### config.mk
export PLATFORM = sky130hd
export DESIGN_NAME = chip8_fetch
export DESIGN_NICKNAME = d
export VERILOG_FILES = /design/src/rtl/chip8_fetch.sv
export SDC_FILE = /design/constraint.sdc
export NUM_CORES = 1
export LEC_CHECK = 0
export ABC_AREA = 0
export CAP_MARGIN = 20
export CORE_UTILIZATION = 43
export DETAILED_ROUTE_END_ITERATION = 6
export GPL_ROUTABILITY_DRIVEN = 0
export PLACE_DENSITY = 0.79
export SLEW_MARGIN = 5
export SYNTH_ARGS = -nofsm -noshare
export SYNTH_HDL_FRONTEND = slang
export SYNTH_SLANG_ARGS = --single-unit
### constraint.sdc
create_clock -name clk -period 1.8 [get_ports clk]
set_input_delay 0.27 -clock clk [delete_from_list [all_inputs] [get_ports clk]]
set_output_delay 0.27 -clock clk [all_outputs]
set_load 0.01 [all_outputs]
### src/rtl/chip8_fetch.sv
// CHIP-8 instruction fetch: owns the program counter, reads two bytes big-endian
// from chip8_mem and hands the 16-bit opcode to the decoder over valid/ready.
//
// state  | meaning
// IDLE   | waiting for fetch_req; PC may be loaded or skipped
// RD_HI  | high-byte address (pc) presented to memory
// CAP_HI | capture high byte; low-byte address (pc+1) presented
// CAP_LO | capture low byte; advance pc by 2
// VALID  | opcode held until the decoder accepts it
module chip8_fetch #(
  parameter logic [11:0] RESET_PC = 12'h200
) (
  input  logic        clk,
  input  logic        rst_n,
  input  logic        fetch_req,
  input  logic        opcode_ready,
  input  logic        pc_load,
  input  logic [11:0] pc_load_addr,
  input  logic        pc_skip,
  input  logic [7:0]  mem_data_out,
  output logic        mem_read,
  output logic [11:0] mem_address,
  output logic [15:0] opcode,
  output logic        opcode_valid,
  output logic [11:0] pc,
  output logic        busy
);

  typedef enum logic [2:0] {
    IDLE   = 3'd0,
    RD_HI  = 3'd1,
    CAP_HI = 3'd2,
    CAP_LO = 3'd3,
    VALID  = 3'd4
  } state_t;

  state_t      state, state_nxt;
  logic [11:0] pc_nxt;
  logic [15:0] opcode_nxt;
  logic        valid_nxt;

  always_ff @(posedge clk or negedge rst_n) begin
    if (!rst_n) begin
      state        <= IDLE;
      pc           <= RESET_PC;
      opcode       <= 16'h0000;
      opcode_valid <= 1'b0;
    end else begin
      state        <= state_nxt;
      pc           <= pc_nxt;
      opcode       <= opcode_nxt;
      opcode_valid <= valid_nxt;
    end
  end

  always_comb begin
    state_nxt  = state;
    pc_nxt     = pc;
    opcode_nxt = opcode;
    valid_nxt  = opcode_valid;

    case (state)
      IDLE:    if (fetch_req) state_nxt = RD_HI;
      RD_HI:   state_nxt = CAP_HI;
      CAP_HI: begin
        opcode_nxt[15:8] = mem_data_out;
        state_nxt        = CAP_LO;
      end
      CAP_LO: begin
        opcode_nxt[7:0] = mem_data_out;
        pc_nxt          = pc + 12'd2;
        valid_nxt       = 1'b1;
        state_nxt       = VALID;
      end
      VALID: begin
        if (opcode_ready) begin
          valid_nxt = 1'b0;
          state_nxt = fetch_req ? RD_HI : IDLE;
        end
      end
      default: state_nxt = IDLE;
    endcase

    // A load aborts everything in flight, including a byte capture this cycle.
    if (pc_load) begin
      pc_nxt     = pc_load_addr;
      opcode_nxt = opcode;
      valid_nxt  = 1'b0;
      state_nxt  = IDLE;
    end else if (pc_skip && (state == IDLE || state == VALID)) begin
      pc_nxt    = pc + 12'd2;
      valid_nxt = 1'b0;
      state_nxt = IDLE;
    end
  end

  always_comb begin
    mem_read    = (state == RD_HI) || (state == CAP_HI);
    mem_address = (state == CAP_HI) ? pc + 12'd1 : pc;
    busy        = (state == RD_HI) || (state == CAP_HI) || (state == CAP_LO);
  end

endmodule

==> reports/summary.txt <==
Pwr Total: 2.645 mW
Share of post-route cells with drive strength above 1: 0.3481
CTS Hold Bufs: 0
CP delay by family, top: simple AND/OR/NAND/NOR gates
Post-synth top area share: 0.4441
Total clock buffers created by CTS: 5
Failing checks: negative setup slack
First-pass GRT wire length: 7.507 mm
Die area: 4321 µm²
Synthesis Warnings: 0
Top cells by area, synth: dfrtp_1 44%, mux2_2 9.0%, xnor2_1 5.5%, xor2_1 5.0%, nand2_1 3.9%
Synth Cell Area: 1747 µm²
Register area: 802.0 µm²
Setup violators final: 13
Worst Path Max Fanout: 4
Final setup margin: -201.2 ps
CTS Sinks: 32
Final Non-Filler Cells: 318
Initial antenna violation count: 0
CP endpoint kind: output port
Crit path buf inv count: 2
Max Clock Skew: 4.354 ps
DRT Wirelength: 4.532 mm
Final hold slack: 382.6 ps
Cell total after placement: 304
Overflow left after global routing: 0
Area post-placement: 2728 µm²
Max Freq: 499.7 MHz
Post-route minimum period: 2001 ps
Layout Nets: 297
Total GRT Usage: 0.2342
DRC violation count after routing: 0
Max Slew Vio Count: 0
Area of the multi-input gates: 949.7 µm²
Req. time, crit path: 1530 ps
Synth Area per Inst: 10.85 µm²
Core ar.: 3771 µm²
Final HPWL DP: 3.293 mm
Vias in the first global route: 1,652
Netlist cell types: 42
Pre-CTS setup slack: -294.9 ps
Status: finished with violations
Setup CP Type: flop to output port
Initial DRC count: 86
Layout area overhead: 64.47%
Clk buf depth: 2
Commonest non-fill, non-tap cells in the layout: 54 x clkdlybuf4s50_1, 39 x buf_4, 31 x dfrtp_1
PortBufs: 68
Via count: 1,596
Die H: 65.74 µm
Critical path startpoint category: flop
DRT Pass-1 Iters: 4
TNS Setup: -1153 ps
Post-synth top area cell: dfrtp_1
Die Wd: 65.74 µm
RSZ-0062 raised after global routing: true
Most common cell after layout, fill and taps aside: clkdlybuf4s50_1
Cells after Synth: 161
FF+latch count, synth: 32
Max H-tree Level: 2
Slew @ Worst Pin: 426.9 ps
Root Buffer Master: clkbuf_8
Max IR drop VDD: 0.6788 mV
Reg2reg setup slack: 80 ps
Final Instance Area: 2873 µm²
CTS tree: done
Slowest-stage cell, CP: dfrtp_1
PwrDens: 920.6 nW/µm²
Fillers: 275
Final core utilization: 0.7618
Clock slew at reported path FFs: 70 ps
Vias per cell: 5.019
Max-cap violation count: 0
Max incr delay on CP: 410 ps
Initial Utilization: 0.4632
HP Class: input pin to asynchronous set/reset pin
Clock latency on the worst-skew pair: 280 ps
Avg WL per Cell: 14.25 µm
Final hold violation count: 0
Number of I/O pins: 69
Cell leakage power: 1.273 nW
Synth Net Count: 189
Worst path cell trace: nor3b_4 > buf_4 > nand4_4 > nor3_2 > xor2_1 > buf_2
CP Data Arrival Time: 1730 ps
Antenna viol nets, final: 0
Seq/Total Area, Yosys: 0.4592
Rel. slew slack: 0.7080
Pin count of the biggest net entering global routing: 33
Row count: 22
Fin crit share: 1.112
Antenna fix cells: 0
[kinds of logic after synthesis]
| kind of cell | count (synthesis) | share of synthesized area |
|---|---|---|
| compound gates | 25 | 0.09313 |
| xor+xnor | 21 | 0.1053 |
| fa+ha+maj | 2 | 0.01432 |
| buf+inv | 10 | 0.03008 |
| flops | 32 | 0.4592 |
| mux | 19 | 0.1218 |
| simple gates | 52 | 0.1762 |
[per-layer routing]
layer | wire (µm) | up-vias | part of all wire | global-route usage
met5 | 0 | - | 0 | 0
met4 | 69 | 0 | 0.015 | 0.08152
met3 | 132 | 7 | 0.029 | 0.04167
met2 | 2276 | 36 | 0.50 | 0.3916
met1 | 2053 | 779 | 0.45 | 0.3012
li1 | - | 774 | - | -
[state kept, by name (all words and copies together), names as in the netlist]
signal        flops
opcode_valid      1
state             3
opcode           16
pc               12
[report_power, final]
part / switching, mW / internal [mW] / leakage [nW]
clock network: 0.274 / 0.309 / 0.0434
logic: 0.427 / 0.648 / 0.829
registers: 0.0938 / 0.893 / 0.400
total: 0.794 / 1.85 / 1.27
[synthesized netlist by cell type (all sizes together)]
master    n
dfrtp    31
mux2     18
nand2    18
o21ai    11
xnor2    11
xor2     10
nor2      9
a21oi     6
buf       6
nand3     5
and3      3
clkbuf    3
a2111oi   2
a211oi    2
ha        2
nand2b    2
nand4     2
nor3      2
nor3b     2
o211ai    2
a211o     1
and2      1
and3b     1
and4      1
dfstp     1
inv       1
mux2i     1
nand3b    1
nor2b     1
nor4b     1
nor4bb    1
o2111ai   1
or2b      1
or3b      1
[final cells by class]
| class | count | area share |
|---|---|---|
| Clock inverter | 2 | 0.005226 |
| Inverter | 1 | 0.001307 |
| Sequential cell | 32 | 0.2792 |
| Clock buffer | 6 | 0.02875 |
| Timing Repair Buffer | 110 | 0.3341 |
| Multi-Input combinational cell | 119 | 0.3306 |
| Tap cell | 48 | 0.02091 |
[what timing repair did]
action / 4_1_cts / 5_1_grt
gates resized for setup: 64 / 3
buffers inserted: 6 / 1
pin swaps: 10 / 8
endpoints found under the hold margin: 0 / 0
endpoints found under the setup margin: 15 / 14
[final timing paths]
kind,cells past startpoint,start,end
worst min-delay path,2,rst_n,opcode[8]
max in group asynchronous,2,rst_n,pc[9]
worst max-delay path,6,state[2],mem_address[10]
worst max register to register,5,state[0],pc[10]
worst min register to register,1,opcode[10],opcode[10]
min in group clk,1,opcode[10],opcode[10]
[worst register-to-register path, delay by kind of cell, from the launching register on]
kind | cells | cell delay [ps]
compound gates | 3 | 610
buf+inv | 1 | 180
flops | 1 | 410
simple gates | 1 | 410
Note: power is estimated with default switching activity, not from simulation.
